`src/rtl/mux_arb_rr2.sv`:
```
// Two-requester round-robin arbiter driving a shared 2:1 data channel.
// The grant is registered; the mux select follows the registered grant so
// the data path never sees a combinational path from the request inputs.
// An owner that keeps requesting while the other side waits is preempted
// once it has held the channel for MAX_HOLD cycles.
//
//   state | meaning
//   ------+-----------------------------------------------
//   IDLE  | nobody owns the channel, out_data shows data_b
//   GNT_A | requester A owns the channel, sel = 1
//   GNT_B | requester B owns the channel, sel = 0
module mux_arb_rr2 #(
   parameter int NBITS    = 8,
   parameter int MAX_HOLD = 4
) (
   input  logic                          clk_2,
   input  logic                          reset,
   input  logic                          req_a,
   input  logic                          req_b,
   input  logic [NBITS-1:0]              data_a,
   input  logic [NBITS-1:0]              data_b,
   output logic                          gnt_a,
   output logic                          gnt_b,
   output logic                          sel,
   output logic [NBITS-1:0]              out_data,
   output logic                          out_valid,
   output logic                          last_grant,
   output logic [$clog2(MAX_HOLD)-1:0]   hold_cnt
);

   localparam int CNTW = $clog2(MAX_HOLD);
   localparam logic [CNTW-1:0] HOLD_LAST = CNTW'(MAX_HOLD - 1);

   typedef enum logic [1:0] {
      IDLE  = 2'd0,
      GNT_A = 2'd1,
      GNT_B = 2'd2
   } state_t;

   state_t            r_state;
   state_t            w_nxt_state;
   logic              r_gnt_a;
   logic              r_gnt_b;
   logic              r_last_grant;
   logic [CNTW-1:0]   r_hold_cnt;
   logic              w_hold_full;

   assign w_hold_full = (r_hold_cnt == HOLD_LAST);

   // Next-state decision: tie in IDLE goes to the side that did not own last,
   // an owner releases when it drops, and is preempted at the hold limit.
   always_comb begin
      w_nxt_state = r_state;
      case (r_state)
         IDLE: begin
            if (req_a && !req_b)
               w_nxt_state = GNT_A;
            else if (req_b && !req_a)
               w_nxt_state = GNT_B;
            else if (req_a && req_b)
               w_nxt_state = r_last_grant ? GNT_A : GNT_B;
            else
               w_nxt_state = IDLE;
         end
         GNT_A: begin
            if (!req_a)
               w_nxt_state = req_b ? GNT_B : IDLE;
            else if (req_b && w_hold_full)
               w_nxt_state = GNT_B;
            else
               w_nxt_state = GNT_A;
         end
         GNT_B: begin
            if (!req_b)
               w_nxt_state = req_a ? GNT_A : IDLE;
            else if (req_a && w_hold_full)
               w_nxt_state = GNT_A;
            else
               w_nxt_state = GNT_B;
         end
         default: w_nxt_state = IDLE;
      endcase
   end

   // Register state, grants, ownership history and the hold counter together.
   always_ff @(posedge clk_2 or posedge reset) begin
      if (reset) begin
         r_state      <= IDLE;
         r_gnt_a      <= 1'b0;
         r_gnt_b      <= 1'b0;
         r_last_grant <= 1'b1;
         r_hold_cnt   <= '0;
      end else begin
         r_state <= w_nxt_state;
         r_gnt_a <= (w_nxt_state == GNT_A);
         r_gnt_b <= (w_nxt_state == GNT_B);
         if (w_nxt_state == GNT_A && r_state != GNT_A)
            r_last_grant <= 1'b0;
         else if (w_nxt_state == GNT_B && r_state != GNT_B)
            r_last_grant <= 1'b1;
         // Fresh grant (including direct handover) restarts the count;
         // a held grant counts up and parks at the limit when unopposed.
         if (w_nxt_state == IDLE || w_nxt_state != r_state)
            r_hold_cnt <= '0;
         else if (!w_hold_full)
            r_hold_cnt <= r_hold_cnt + CNTW'(1);
      end
   end

   assign gnt_a      = r_gnt_a;
   assign gnt_b      = r_gnt_b;
   assign sel        = r_gnt_a;
   assign last_grant = r_last_grant;
   assign hold_cnt   = r_hold_cnt;
   assign out_data   = sel ? data_a : data_b;
   assign out_valid  = (r_gnt_a & req_a) | (r_gnt_b & req_b);

endmodule

```
`config.mk`:
```
export PLATFORM = sky130hd
export DESIGN_NAME = mux_arb_rr2
export DESIGN_NICKNAME = d
export VERILOG_FILES = /design/src/rtl/mux_arb_rr2.sv
export SDC_FILE = /design/constraint.sdc
export NUM_CORES = 1
export LEC_CHECK = 0
export CORE_AREA = 3 3 42 44
export DETAILED_ROUTE_END_ITERATION = 10
export DIE_AREA = 0 0 45 47
export MAX_ROUTING_LAYER = met4
export PLACE_DENSITY_LB_ADDON = 0.15
export SLEW_MARGIN = 20
export SYNTH_ARGS = -nofsm -noshare
export SYNTH_HDL_FRONTEND = slang
export SYNTH_SLANG_ARGS = --single-unit
```
`constraint.sdc`:
```
create_clock -name clk_2 -period 2.5 [get_ports clk_2]
set_clock_uncertainty 0.05 [all_clocks]
set_input_delay 0.5 -clock clk_2 [delete_from_list [all_inputs] [get_ports clk_2]]
set_output_delay 0.5 -clock clk_2 [all_outputs]
set_load 0.05 [all_outputs]
```
==> results.yml, run 1 <==
critical_path:
  slowest_stage: "clkdlybuf4s50_1"
  critical_path.max_stage_delay_ns: 0.88
  critical_path.max_fanout: 11
  cp_num_buf_inv: 1
  cp_top_family: "buffers and inverters"
  end_kind: "output port"
  crit_chain: "clkdlybuf4s50_1"
  worst_ep_required_time_ns: 1.95
  crit_type: "reg2out"
  crit_path_start_kind: "flop"
  arrival_ns: 1.73
power:
  ir_drop_mv: 0.383
  leakagePower_nw: 0.392
  powerDensity_mw_per_mm2: 637
  finalPower_uw: 602
drt:
  vias_per_cell: 5.05
  drtIter0Drc: 4
  wire_per_inst_um: 14.0
  drc_errors: 0
  drt-pass1-iter-count: 4
  ant_nets: 0
  vias: 495
  routed_wl_um: 1370
sta:
  worstMarginPinSlew_ns: 0.489
  worst_hold_slack_ns: 0.429
  hold_viol_final: 0
  rsz0062_at_grt: "false"
  finalCritPeriodShare_pct: 91.2
  fin_crit_ns: 2.28
  timing.fmax_ghz: 0.439
  setup_tns_ns: 0
  setup_viol: 0
  slew_headroom_pct: 67.3
  maxSlewViolCount: 0
min_path:
  hp-class: "in2async"
place:
  gp_congestion: 0.811
  port_buffers: 34
  placed_area_sq_um: 918
  dp_hpwl_um: 1110
floorplanning:
  fp.dieArea_sq_mm: 0.00212
  std_cell_rows: 14
  die_w_um: 45
  ios: 35
  coreArea_sq_mm: 0.00147
  die_h_um: 47
  start_util_pct: 34.9
yosys:
  async_flop_share_pct: 100
  yosysTopAreaCellShare_pct: 29.3
  synth_common_cells: "mux2_2, a21oi_1, dfrtp_1"
  netlist_instances: 50
  synth-seq-cells: 7
  syn-cell-area_sq_um: 513
  synthesis.nets: 71
  synth.most_common_cell: "mux2_2"
  ys_types: 20
  ys.flop_type: "dfrtp_1"
  ys_warn_count: 0
  synth_edf_count: 0
  yosys-top-cells-area: "dfrtp_1, mux2_2, mux2i_1"
  synth-seq-area-share_pct: 34.4
  post_synth.cell_area_avg_sq_um: 10.3
  yosys.area.top_type: "dfrtp_1"
global_route:
  track_usage_pct: 15.1
  grt_pass1_vias: 475
  grt_pass1_wl_um: 2180
  overflow: 0
  grt_max_degree: 12
  grt_antenna_before_repair: 0
final_layout:
  final_core_util_pct: 64.2
  drive_gt1_share_pct: 28.0
  area_growth_pct: 84.1
  num-nets-final: 104
  antenna_cells: 0
  design_area_sq_um: 945
clock_tree:
  cts.sinks: 7
  cts_htree_levels: 1
  cts_tree: "done"
  ctsRootBufferMaster: "clkbuf_4"
  insertion_delay_ns: 0.25
  clock_path_buffers: 2
  post-cts-setup-buffer-count: 0
  numCtsBuffers: 3
  ctsResizeCount: 0
  clk_transition_reported_paths_ns: 0.05
  holdBufCountCts: 0
run_status:
  status: "complete, no violations"
run:
  max_cap_viol_count: 0
[state kept, by name, indices dropped and copies added, names as in the netlist]
name	cells
last_grant	1
r_state	2
hold_cnt	2
gnt_b	1
gnt_a	1
[per-stage QoR]
step	instances	worst slack [ns]
5_1_grt	98	0.166
3_3_place_gp	94	0.424
3_5_place_dp	94	0.398
2_1_floorplan	50	0.575
6_report	98	0.220
4_1_cts	98	0.223
[layout make-up]
| class | count | area, sq um |
|---|---|---|
| Tap cell | 16 | 20.0 |
| Fill cell | 136 | 527 |
| Inverter | 2 | 7.51 |
| Clock buffer | 4 | 26.3 |
| Timing Repair Buffer | 34 | 430 |
| Sequential cell | 7 | 176 |
| Multi-Input combinational cell | 35 | 284 |
[layer usage]
| metal | track usage [%] | vias to the layer above | part of all wire, % |
|---|---|---|---|
| met4 | 1.75 | 0 | 0.58 |
| met2 | 24.9 | 15 | 55 |
| met5 | - | - | 0 |
| met3 | 5.75 | 2 | 6.0 |
| met1 | 18.1 | 234 | 39 |
| li1 | - | 244 | - |
[final timing paths]
| kind | start | to | slack (ns) | cells after the start |
|---|---|---|---|---|
| worst max register to register | hold_cnt[0] | last_grant | 1.06 | 4 |
| worst max-delay path | gnt_a | sel | 0.22 | 1 |
| worst min-delay path | reset | gnt_a | 0.43 | 2 |
| max in group asynchronous | reset | last_grant | 1.70 | 2 |
| min in group clk_2 | last_grant | last_grant | 0.49 | 2 |
| worst min register to register | last_grant | last_grant | 0.49 | 2 |
[kinds of logic after synthesis]
| group | share of synthesized area [%] |
|---|---|
| AO/OA/AOI/OAI | 15.4 |
| XOR/XNOR | 1.71 |
| adder cells (fa/ha/maj) | 2.44 |
| buffers and inverters | 10.2 |
| flip-flops | 34.4 |
| multiplexers | 25.4 |
| AND/OR/NAND/NOR | 10.5 |
[layout by cell type (no fill, tap or decap)]
master	count
clkdlybuf4s50_1	25
buf_12	9
mux2_2	8
a21oi_1	7
dfrtp_1	6
nand2_1	5
mux2i_1	4
clkbuf_4	3
nand4b_1	2
o31ai_1	2
inv_1	2
xor2_1	1
a22o_1	1
or3b_1	1
o21ai_1	1
nand2b_2	1
a221oi_2	1
ha_1	1
clkbuf_1	1
dfstp_2	1
[where the power goes]
part / total, mW / internal (mW) / leakage (nW) / switching, mW
clock: 0.104 / 0.0610 / 0.0150 / 0.0427
combinational: 0.336 / 0.159 / 0.289 / 0.177
sequential: 0.162 / 0.133 / 0.0875 / 0.0291
total: 0.602 / 0.354 / 0.392 / 0.248
No activity file was read; power rests on OpenSTA's default activity.
==> run 2: changes to the inputs <==
--- a/config.mk
+++ b/config.mk
@@ -9,7 +9,8 @@
 export DETAILED_ROUTE_END_ITERATION = 10
 export DIE_AREA = 0 0 45 47
 export MAX_ROUTING_LAYER = met4
-export PLACE_DENSITY_LB_ADDON = 0.15
+export PLACE_DENSITY = 0.8
+export SKIP_CTS_REPAIR_TIMING = 1
 export SLEW_MARGIN = 20
 export SYNTH_ARGS = -nofsm -noshare
 export SYNTH_HDL_FRONTEND = slang
==> run 2 against run 1 <==
  * Register-to-register slack barely moved
  * Cell count did not move
  * First-iteration DRC count rose by 75%
  * Sequential share of layout area did not move
  * Core utilization did not move
  * Maximum frequency rose by 1.2%
  * Global-route usage rose by 1.3 points
  * Largest power group unchanged
==> results.yml, run 2 (synthesis results as in run 1) <==
power:
  finalPower_uw: 604
  combPwrFrac_pct: 55.7
  sw_frac_of_total_pct: 41.4
  powerDensity_mw_per_mm2: 639
  power_frac_seq_pct: 27.1
  ir_drop_mv: 0.347
  leakagePower_nw: 0.392
  p_int_uw: 354
  pwr-share-clk_pct: 17.2
  p_switching_uw: 250
clock_tree:
  cts_tree: "done"
  cts_htree_levels: 1
  clk_transition_reported_paths_ns: 0.05
  cts.sinks: 7
  insertion_delay_ns: 0.25
  clock_path_buffers: 2
  numCtsBuffers: 3
  ctsRootBufferMaster: "clkbuf_4"
global_route:
  track_usage_pct: 16.4
  met2_usage_pct: 28.0
  grt_pass1_wl_um: 2330
  grt_pass1_vias: 502
  gr-usage-met1_pct: 17.6
  grt_antenna_before_repair: 0
  overflow: 0
  use_met3_pct: 3.83
  top_usage_layer: "met2"
  grt_max_degree: 12
floorplanning:
  ios: 35
  std_cell_rows: 14
  start_util_pct: 34.9
  coreArea_sq_mm: 0.00147
  die_w_um: 45
  die_h_um: 47
  fp.dieArea_sq_mm: 0.00212
sta:
  slew_headroom_pct: 66.6
  setup_tns_ns: 0
  finalCritPeriodShare_pct: 90.1
  worst_hold_slack_ns: 0.446
  timing.fmax_ghz: 0.444
  rsz0062_at_grt: "false"
  setup_viol: 0
  fin_crit_ns: 2.25
  maxSlewViolCount: 0
  hold_viol_final: 0
  worstMarginPinSlew_ns: 0.500
final_layout:
  drive_gt1_share_pct: 28.0
  ff_latch_area_sq_um: 176
  num-nets-final: 104
  final_common_cell: "clkdlybuf4s50_1"
  nFillCells: 126
  layout_common_cells: "clkdlybuf4s50_1, buf_12, mux2_2, a21oi_1, dfrtp_1"
  multi_input_area_sq_um: 284
  antenna_cells: 0
  design_area_sq_um: 945
  area_growth_pct: 84.1
drt:
  wire_per_inst_um: 15.9
  drt-pass1-iter-count: 4
  vias_per_cell: 5.19
  drtIter0Drc: 7
  ant_nets: 0
  routed_wl_um: 1560
  drc_errors: 0
  vias: 509
critical_path:
  crit_path_start: "gnt_a"
  cp_top_family: "buffers and inverters"
  worst_ep_required_time_ns: 1.95
  slowest_stage: "clkdlybuf4s50_1"
  arrival_ns: 1.70
  critical_path.max_stage_delay_ns: 0.88
  end_kind: "output port"
  crit_path_start_kind: "flop"
  critical_path.max_fanout: 11
  crit_chain: "clkdlybuf4s50_1"
  cp_num_buf_inv: 1
  regToRegStartpoint: "hold_cnt[0]"
  crit_type: "reg2out"
min_path:
  hp-class: "in2async"
run_status:
  status: "complete, no violations"
place:
  placed_area_sq_um: 918
  gp_congestion: 0.792
  port_buffers: 34
  dp_hpwl_um: 1260
run:
  max_cap_viol_count: 0
## run 2: through the flow
step | setup WS, ns | utilization [%] | std cells
CTS | 0.240 | 64.2 | 98
floorplan | 0.575 | - | 50
global route | 0.204 | 64.2 | 98
finish | 0.247 | 64.2 | 98
global placement | 0.413 | 62.4 | 94
detailed placement | 0.399 | 62.4 | 94
## run 2: path summary, 6_finish.rpt
path,to,slack [ns],cells past startpoint
worst max-delay path,sel,0.25,1
worst min-delay path,r_state[1],0.45,2
worst max register to register,last_grant,1.07,4
worst min register to register,last_grant,0.51,2
max in group asynchronous,last_grant,1.68,2
min in group clk_2,last_grant,0.51,2
## run 2: power groups by stage
stage                     logic [mW]  clock network (mW)  registers [mW]
after floorplan                0.166                   0           0.191
after global placement         0.332                   0           0.162
after detailed placement       0.338                   0           0.165
after CTS                      0.339               0.108           0.163
after global routing           0.352               0.113           0.167
final                          0.336               0.104           0.164
## run 2: area by class of cell
cell class / instances / area share, %
clock buffers: 4 / 2.78
inverters: 2 / 0.795
multi-input cells: 35 / 30.1
flip-flops and latches: 7 / 18.7
well taps: 16 / 2.12
repair buffers: 34 / 45.6
## run 2: layer usage
metal / vias up / part of all wire [%]
met1: 232 / 40
met4: 0 / 1.3
met3: 2 / 12
met2: 33 / 47
met5: - / 0
li1: 242 / -
